[src/rtl/instr_encoder_loader.sv]
`default_nettype none
// ============================================================================
// Module      : instr_encoder_loader
// Description : Packs RV32I instruction fields from a valid/ready stream into
//               32-bit words by opcode class. Each word is written in turn to
//               the instruction memory write port, starting at BASE_ADDR.
//               Illegal or out-of-range input is still written, and is
//               flagged in a sticky error.
// Revision    : 1.0 - initial release
// ============================================================================
module instr_encoder_loader #(
    parameter logic [31:0] BASE_ADDR = 32'h0,
    parameter int          MAX_WORDS = 1024,
    localparam int         CNT_W     = $clog2(MAX_WORDS + 1)
) (
    input  logic             clk,
    input  logic             rst_n,
    input  logic             start,
    input  logic             in_valid,
    output logic             in_ready,
    input  logic             in_last,
    input  logic [6:0]       opcode,
    input  logic [4:0]       rd,
    input  logic [4:0]       rs1,
    input  logic [4:0]       rs2,
    input  logic [2:0]       funct3,
    input  logic [6:0]       funct7,
    input  logic [31:0]      imm,
    output logic             imem_we,
    output logic [31:0]      imem_addr,
    output logic [31:0]      imem_wdata,
    output logic [CNT_W-1:0] word_count,
    output logic             done,
    output logic             err,
    output logic [CNT_W-1:0] err_index
);

    localparam logic [6:0]       c_OP_R     = 7'b0110011;
    localparam logic [6:0]       c_OP_I     = 7'b0010011;
    localparam logic [6:0]       c_OP_LOAD  = 7'b0000011;
    localparam logic [6:0]       c_OP_JALR  = 7'b1100111;
    localparam logic [6:0]       c_OP_S     = 7'b0100011;
    localparam logic [6:0]       c_OP_B     = 7'b1100011;
    localparam logic [6:0]       c_OP_LUI   = 7'b0110111;
    localparam logic [6:0]       c_OP_AUIPC = 7'b0010111;
    localparam logic [6:0]       c_OP_J     = 7'b1101111;
    localparam logic [31:0]      c_NOP      = 32'h0000_0013;
    localparam logic [CNT_W-1:0] c_MAX      = CNT_W'(MAX_WORDS);

    typedef enum logic [1:0] {
        ST_IDLE  = 2'd0,
        ST_LOAD  = 2'd1,
        ST_DRAIN = 2'd2,
        ST_DONE  = 2'd3
    } state_t;

    state_t           r_state;
    logic             r_we;
    logic [31:0]      r_addr;
    logic [31:0]      r_wdata;
    logic [CNT_W-1:0] r_count;
    logic             r_done;
    logic             r_err;
    logic [CNT_W-1:0] r_err_index;

    logic             w_ready;
    logic [31:0]      w_word;
    logic             w_bad;
    logic             w_fit12;
    logic             w_fit13;
    logic             w_fit21;

    // An immediate sign-fits N bits when bits [31:N-1] are all copies of the sign
    assign w_fit12 = (&imm[31:11]) | ~(|imm[31:11]);
    assign w_fit13 = (&imm[31:12]) | ~(|imm[31:12]);
    assign w_fit21 = (&imm[31:20]) | ~(|imm[31:20]);

    assign w_ready = (r_state == ST_LOAD) && (r_count < c_MAX);

    // Encode the current bundle by opcode class and flag out-of-range immediates
    always_comb begin
        w_word = c_NOP;
        w_bad  = 1'b0;
        case (opcode)
            c_OP_R: begin
                w_word = {funct7, rs2, rs1, funct3, rd, opcode};
            end
            c_OP_I, c_OP_LOAD, c_OP_JALR: begin
                w_word = {imm[11:0], rs1, funct3, rd, opcode};
                w_bad  = ~w_fit12;
            end
            c_OP_S: begin
                w_word = {imm[11:5], rs2, rs1, funct3, imm[4:0], opcode};
                w_bad  = ~w_fit12;
            end
            c_OP_B: begin
                w_word = {imm[12], imm[10:5], rs2, rs1, funct3, imm[4:1], imm[11], opcode};
                w_bad  = ~w_fit13 | imm[0];
            end
            c_OP_LUI, c_OP_AUIPC: begin
                w_word = {imm[31:12], rd, opcode};
                w_bad  = |imm[11:0];
            end
            c_OP_J: begin
                w_word = {imm[20], imm[10:1], imm[11], imm[19:12], rd, opcode};
                w_bad  = ~w_fit21 | imm[0];
            end
            default: begin
                w_word = c_NOP;
                w_bad  = 1'b1;
            end
        endcase
    end

    // Load sequencer: start restarts from any state and drops a same-cycle write
    always_ff @(posedge clk or negedge rst_n) begin
        if (!rst_n) begin
            r_state     <= ST_IDLE;
            r_we        <= 1'b0;
            r_addr      <= 32'h0;
            r_wdata     <= 32'h0;
            r_count     <= '0;
            r_done      <= 1'b0;
            r_err       <= 1'b0;
            r_err_index <= '0;
        end else begin
            r_we <= 1'b0;
            if (start) begin
                r_state     <= ST_LOAD;
                r_addr      <= 32'h0;
                r_wdata     <= 32'h0;
                r_count     <= '0;
                r_done      <= 1'b0;
                r_err       <= 1'b0;
                r_err_index <= '0;
            end else begin
                case (r_state)
                    ST_LOAD: begin
                        if (in_valid && w_ready) begin
                            r_we    <= 1'b1;
                            r_addr  <= BASE_ADDR + (32'(r_count) << 2);
                            r_wdata <= w_word;
                            r_count <= r_count + CNT_W'(1);
                            if (w_bad) begin
                                r_err <= 1'b1;
                                if (!r_err) begin
                                    r_err_index <= r_count;
                                end
                            end
                            if (in_last) begin
                                r_state <= ST_DRAIN;
                            end
                        end else if (in_valid) begin
                            // Capacity exhausted: refuse and terminate the load
                            r_err   <= 1'b1;
                            r_done  <= 1'b1;
                            r_state <= ST_DONE;
                            if (!r_err) begin
                                r_err_index <= r_count;
                            end
                        end
                    end
                    ST_DRAIN: begin
                        r_done  <= 1'b1;
                        r_state <= ST_DONE;
                    end
                    default: begin
                        r_state <= r_state;
                    end
                endcase
            end
        end
    end

    assign in_ready   = w_ready;
    assign imem_we    = r_we;
    assign imem_addr  = r_addr;
    assign imem_wdata = r_wdata;
    assign word_count = r_count;
    assign done       = r_done;
    assign err        = r_err;
    assign err_index  = r_err_index;

endmodule
`default_nettype wire

[config.mk]
export PLATFORM = sky130hd
export DESIGN_NAME = instr_encoder_loader
export DESIGN_NICKNAME = d
export VERILOG_FILES = /design/src/rtl/instr_encoder_loader.sv
export SDC_FILE = /design/constraint.sdc
export NUM_CORES = 1
export LEC_CHECK = 0
export CAP_MARGIN = 30
export CORE_ASPECT_RATIO = 0.9
export CORE_MARGIN = 2
export CORE_UTILIZATION = 46
export CTS_CLUSTER_DIAMETER = 150
export DETAILED_ROUTE_END_ITERATION = 10
export PLACE_DENSITY = 0.83
export SYNTH_ARGS = -nofsm -noshare
export SYNTH_HDL_FRONTEND = slang
export SYNTH_SLANG_ARGS = --single-unit
[constraint.sdc]
create_clock -name clk -period 3.4 [get_ports clk]
set_input_delay 0.51 -clock clk [delete_from_list [all_inputs] [get_ports clk]]
set_output_delay 0.51 -clock clk [all_outputs]
set_load 0.01 [all_outputs]
==> metrics.txt, run 1 <==
CTS resizes=0; post-place setup slack=about 450 ps; clock sinks=70; layout overhead on the synthesized area=41.1%; Via density=about 5.7; Inserted Clock Buffers=9; data required time of the worst path=approximately 3700 ps; total negative slack=0 ps; element type at the critical path end=flip-flop; share of the cycle needed by the critical path after routing=about 76%; worst path setup slack after routing=approximately 800 ps; area of the core region=7620 um2; Lkg Pwr=between 2 and 2.5 nW; ratio of cells with drive above 1 in the final layout=6.07%; row count=30; fin. max-slew vios=0; total setup buffers inserted after CTS=0; total area of multi-input combinational cells=1650 um2; clock transition at the registers of the reported paths=80 ps; Crit. Startpoint=opcode[6]; number of placed I/O pins=159; 1st-pass router iterations=5; worst hold path class=in -> async; clk root buf=sky130_fd_sc_hd__clkbuf_8; PortBufs=between 100 and 150; HPWL after detailed placement=between 7000 and 8000 um; outcome=complete, no violations; worst path arrival time=between 2000 and 3000 ps; Mapped Avg Cell Area=9.22 um2; instance area at placement=~5000 um2; Final nets=slightly below 600; Reg-to-Reg Start=word_count[10]; cell taking the most area after synthesis=sky130_fd_sc_hd__dfrtp_1; most area-consuming cells after synthesis=sky130_fd_sc_hd__dfrtp_1 48%, sky130_fd_sc_hd__nand2_1 5.7%, sky130_fd_sc_hd__buf_4 4.7%; Critical Path Start Type=input pin; DRC violation count after routing=0; final setup violating endpoints=0; cell area after technology mapping=3650 um2; count of hold buffers inserted by post-cts repair=0; number of synthesized register bits=70; count of inserted antenna diode cells=0; Starting Density=approximately 48%; actual slew at the worst max-slew pin=approximately 840 ps; max-cap check violation count=0; post-layout minimum cycle time=~2600 ps; most frequent cells after synthesis=70 x sky130_fd_sc_hd__dfrtp_1, 55 x sky130_fd_sc_hd__nand2_1, 38 x sky130_fd_sc_hd__nor2_1; highest clock frequency the design can meet=about 0.38 GHz; sum of overflow across all layers after global routing=0; routed wirelength normalized by instance count=between 15 and 20 um; total wirelength of the detailed-routed design=~10000 um; count of vias placed by the detailed router=3527; unrepaired setup endpoints after global routing=no; top fanout value on the critical path=16; maximum clock skew at final layout=just over 6 ps; synthesized instance count=about 400; count of different cell masters after synthesis=approximately 50; final cell area excluding filler cells=5150 um2; Die Wd=97.9 um; share of synthesized area occupied by flip-flops and latches=about 48%; CTS tree=done; number of synthesized flops with an enable pin=0; share of Yosys cell area claimed by the top area cell type=48.0%; starting DRC count in detailed routing=between 200 and 300; number of global-route vias before repair=roughly 3300; share of the core filled with cells in the final layout=between 60% and 70%; number of filler cells placed in the layout=around 600; leading cell type by number of instances after synthesis=sky130_fd_sc_hd__dfrtp_1; worst setup path category=in -> reg; global-route wire length before repair=16600 um; Sequential cell area=between 1500 and 2000 um2; proportion of register bits with asynchronous set or reset after synthesis=100%; post-route antenna net violation count=0; ratio of total power to cell area=about 350 nW/um2; cell count of the worst reg-to-reg path=6; number of warnings printed during yosys synthesis=0; Worst VDD drop=0.163 mV; GRT Resource Usage Total=roughly 24%; initial antenna violation count=0; worst max-slew margin expressed relative to the limit=approximately 44%; routability congestion estimate=between 0.8 and 0.9; commonest register cell after synthesis=sky130_fd_sc_hd__dfrtp_1; number of buffers on the longest clock path=2; Final Total Pwr=~1.8 mW; die outline height=around 90 um; final-report hold violation count=0; Die ar.=8660 um2; insertion delay to the later sink of the worst-skew pair=between 300 and 400 ps; htree depth=3; pin count of the biggest net entering global routing=a little over 70
-- worst max-delay path, cell delays in order --
cell                              delay (ps)
sky130_fd_sc_hd__clkdlybuf4s50_1         600
sky130_fd_sc_hd__and2b_1                 320
sky130_fd_sc_hd__and3_1                  560
sky130_fd_sc_hd__a21oi_2                 150
sky130_fd_sc_hd__a31oi_2                 510
sky130_fd_sc_hd__a22o_1                  230
-- stage by stage --
stage / std cells / hold slack [ps]
after floorplan: 416 / 214
after global placement: 607 / 463
after detailed placement: 607 / 469
after CTS: 623 / 295
after global routing: 623 / 328
final: 623 / 253
-- final timing paths --
path                       slack, ps        endpoint
min reg2reg                      490  imem_wdata[27]
max reg2reg                     1470    err_index[9]
min                              250            done
max                              800    err_index[9]
max in group asynchronous       2590  imem_wdata[26]
min in group clk                 490  imem_wdata[27]
-- registers in the layout (all words and copies together) (netlist names) --
register	flops
imem_addr	11
r_state	2
word_count	11
done	1
err	1
err_index	11
imem_wdata	32
imem_we	1
-- per-layer routing --
| metal | GRT usage [%] | share of wire, % | up-vias |
|---|---|---|---|
| li1 | - | - | 1645 |
| met1 | 32.0 | 41 | 1672 |
| met2 | 40.0 | 48 | 195 |
| met3 | 5.45 | 9.2 | 15 |
| met4 | 9.47 | 1.6 | 0 |
| met5 | 0 | 0 | - |
-- cell families (layout without fill, tap and decap cells) --
| kind of cell | after synthesis | in the layout | synth area share (%) |
|---|---|---|---|
| xor gates and xnor gates | 7 | 7 | 1.68 |
| buffers and inverters | 55 | 166 | 9.02 |
| adders and majority gates | 1 | 1 | 0.343 |
| and+or+nand+nor | 160 | 160 | 20.9 |
| AOI/OAI and AO/OA | 102 | 102 | 19.9 |
| DFF | 70 | 70 | 48.0 |
| other | 1 | 21 | 0.103 |
-- area by class of cell --
type | instances | share of cell area, %
Sequential cell | 70 | 34.0
Multi-Input combinational cell | 291 | 32.0
Timing Repair Buffer | 144 | 27.6
Clock buffer | 9 | 2.41
Tap cell | 96 | 2.33
Clock inverter | 7 | 1.24
Inverter | 6 | 0.437
-- where the power goes --
group	leakage [nW]	internal, mW	switching (mW)
logic	1.04	0.144	0.156
registers	0.961	0.851	0.0164
clock network	0.0903	0.281	0.361
total	2.09	1.28	0.533
-- cells in the final DEF (no fill, tap or decap), types with 7 or more instances in the layout --
master	count
sky130_fd_sc_hd__dfrtp_1	70
sky130_fd_sc_hd__nor3_1	16
sky130_fd_sc_hd__a222oi_1	12
sky130_fd_sc_hd__a221oi_1	9
sky130_fd_sc_hd__nand3_1	9
sky130_fd_sc_hd__nand4_1	8
sky130_fd_sc_hd__a21oi_1	23
sky130_fd_sc_hd__o21ai_0	26
sky130_fd_sc_hd__nor4_1	7
sky130_fd_sc_hd__nand2_1	55
sky130_fd_sc_hd__a22o_1	12
sky130_fd_sc_hd__clkdlybuf4s50_1	136
sky130_fd_sc_hd__conb_1	21
sky130_fd_sc_hd__nor2_1	37
sky130_fd_sc_hd__clkbuf_8	9
sky130_fd_sc_hd__buf_4	8
No activity file was read; power rests on OpenSTA's default activity.
==> run 2: changes to the inputs <==
CORE_UTILIZATION = 38   (was 46)
PLACE_DENSITY = 0.73   (was 0.83)
clock period = 2.3 ns   (was 3.4 ns; I/O delays follow)
==> run 2 against run 1 <==
First-iteration DRC count up 5.4%. Die area is 20% higher. Register-to-register slack worse by 1100 ps. Global-route usage shrank 2.5 points. Highest routed layer unchanged. Setup slack worse by 670 ps. Critical path type unchanged. Count of clock-buffer cells in the layout is the same. Sequential share of layout area is 2.3 points lower. Core utilization fell by 7.7 points. Clock skew increased by 3.4 ps.
==> metrics.txt, run 2 (synthesis gave the netlist of run 1 again) <==
die outline height=97.0 um (+9.6%); Largest register FFs=32 (unchanged); row count=33 (+10%); starting DRC count in detailed routing=275 (+5.4%); HPWL after detailed placement=8370 um (+7.8%); unrepaired setup endpoints after global routing=no; global-route wire length before repair=18100 um (+9.1%); highest clock frequency the design can meet=between 0.4 and 0.5 GHz; final-report hold violation count=0 (unchanged); htree depth=3 (unchanged); flop-to-flop setup slack=380 ps (-1090 ps); clock sinks=70 (unchanged); Critical Path Start Type=input pin; routed wirelength normalized by instance count=16.4 um (-1.8%); worst hold path class=in -> async; maximum clock skew at final layout=9.52 ps (+3.42 ps); area of the core region=9210 um2 (+21%); count of inserted antenna diode cells=0 (unchanged); total area of multi-input combinational cells=1660 um2 (+0.68%); 1st-pass router iterations=5 (unchanged); Inserted Clock Buffers=9 (unchanged); worst path setup slack after routing=128 ps (-672 ps); most common cell after layout, fill and taps aside=sky130_fd_sc_hd__clkdlybuf4s50_1; Via density=5.32 (-6.1%); count of vias placed by the detailed router=3654 (+3.6%); total setup buffers inserted after CTS=0 (unchanged); post-place setup slack=-288 ps (-739 ps); worst flop-to-flop path endpoint=err_index[4]; number of placed I/O pins=159 (unchanged); share of the cycle needed by the critical path after routing=94.4%; number of global-route vias before repair=3545 (+6.4%); layout overhead on the synthesized area=51.1%; Final Total Pwr=2.94 mW (+62%); cell count of the worst reg-to-reg path=6 (unchanged); post-layout minimum cycle time=2170 ps; ordered list of cells on the worst path=clkdlybuf4s50_1 > or4_1 > nor2_1 > nand2_1 > o211ai_2 > a31o_1 > a22o_1; share of the core filled with cells in the final layout=59.9% (-7.7 points); clock transition at the registers of the reported paths=90 ps (about the same); number of buffers and inverters on the critical path=1 (unchanged); data required time of the worst path=2600 ps (-1090 ps); actual slew at the worst max-slew pin=872 ps (+33.5 ps); Starting Density=39.6% (-8.3 points); routability congestion estimate=0.901 (+6.3%); sum of overflow across all layers after global routing=0 (unchanged); insertion delay to the later sink of the worst-skew pair=350 ps (about the same); worst setup path category=in -> reg; worst path arrival time=2470 ps (-420 ps); pin count of the biggest net entering global routing=71 (unchanged); initial antenna violation count=0 (unchanged); clk root buf=sky130_fd_sc_hd__clkbuf_8; Crit-path slowest cell=sky130_fd_sc_hd__or4_1; number of filler cells placed in the layout=840 (+36%); count of hold buffers inserted by post-cts repair=0 (unchanged); Reg-to-Reg Start=r_state[1]; Final nets=630 (+6.4%); PortBufs=137 (unchanged); top library cells by usage in the layout, fill and taps aside=135 x sky130_fd_sc_hd__clkdlybuf4s50_1, 70 x sky130_fd_sc_hd__dfrtp_1, 55 x sky130_fd_sc_hd__nand2_1, 46 x sky130_fd_sc_hd__buf_4, 37 x sky130_fd_sc_hd__nor2_1; element type at the critical path end=flip-flop; Die Wd=107 um (+9.6%); Die ar.=10400 um2 (+20%); Sequential cell area=1750 um2 (unchanged); top fanout value on the critical path=11 (-5); GRT Resource Usage Total=21.9% (-2.5 points); CTS tree=done; max-cap check violation count=0 (unchanged); ratio of cells with drive above 1 in the final layout=13.1% (+7.0 points); Largest delay share family, worst path=compound AO/OA/AOI/OAI gates; number of buffers on the longest clock path=2 (unchanged); total wirelength of the detailed-routed design=11300 um (+8.3%); final setup violating endpoints=0 (unchanged); worst hold margin=98.7 ps (-154 ps); delay contributed by the slowest stage of the critical path=520 ps (-80 ps); Worst VDD drop=0.323 mV (+98%); worst max-slew margin expressed relative to the limit=41.9% (-2.2 points); ratio of total power to cell area=533 nW/um2 (+52%); post-route antenna net violation count=0 (unchanged); fin. max-slew vios=0 (unchanged); Lkg Pwr=2.30 nW (+10%); outcome=complete, no violations; DRC violation count after routing=0 (unchanged)
-- run 2: changes by cell type in the layout (fill, tap and decap cells not counted), sizes merged --
cell / change
buf: +39
bufinv: +2
clkdlybuf4s50: -1
clkinvlp: -1
inv: -1
-- run 2: timing repair --
| item | in CTS | in global routing |
|---|---|---|
| setup endpoints to repair | 0 | 19 |
| resized for setup | 0 | 3 |
| endpoints found under the hold margin | 0 | 0 |
-- run 2: power by group --
part | leakage [nW] | total (mW) | switching (mW) | internal [mW]
clock | 0.112 | 1.16 | 0.535 | 0.628
combinational | 1.23 | 0.491 | 0.246 | 0.245
sequential | 0.961 | 1.28 | 0.0251 | 1.26
-- run 2: metal layers --
layer,track usage (%),routed length (um),vias to the layer above
met3,3.57,674,22
li1,-,-,1726
met1,31.5,5170,1771
met4,8.19,295,0
met5,0,0,-
met2,33.1,5150,135
-- run 2: worst max-delay path by stage --
stage	endpoint	from	slack [ps]	depth (start not counted)
after floorplan	err_index[10]	opcode[4]	390	9
after global placement	err_index[5]	opcode[5]	-210	7
after detailed placement	imem_wdata[18]	opcode[4]	-290	8
after CTS	imem_wdata[18]	opcode[4]	90	8
after global routing	err_index[9]	imm[18]	6	7
final	err_index[4]	imm[18]	130	7
-- run 2: stage by stage --
step | area (um2) | setup TNS, ps | cells
global route | 5520 | 0 | 687
CTS | 5500 | 0 | 687
global placement | 5280 | -3780 | 671
floorplan | 3720 | 0 | 416
detailed placement | 5280 | -5380 | 671
finish | 5520 | 0 | 687
-- run 2: cell type report --
cell class                      instances  share of cell area [%]
Clock buffer                            9                    2.25
Clock inverter                          7                    1.91
Inverter                                6                   0.408
Multi-Input combinational cell        291                    30.1
Sequential cell                        70                    31.8
Tap cell                              122                    2.77
Timing Repair Buffer                  182                    30.9
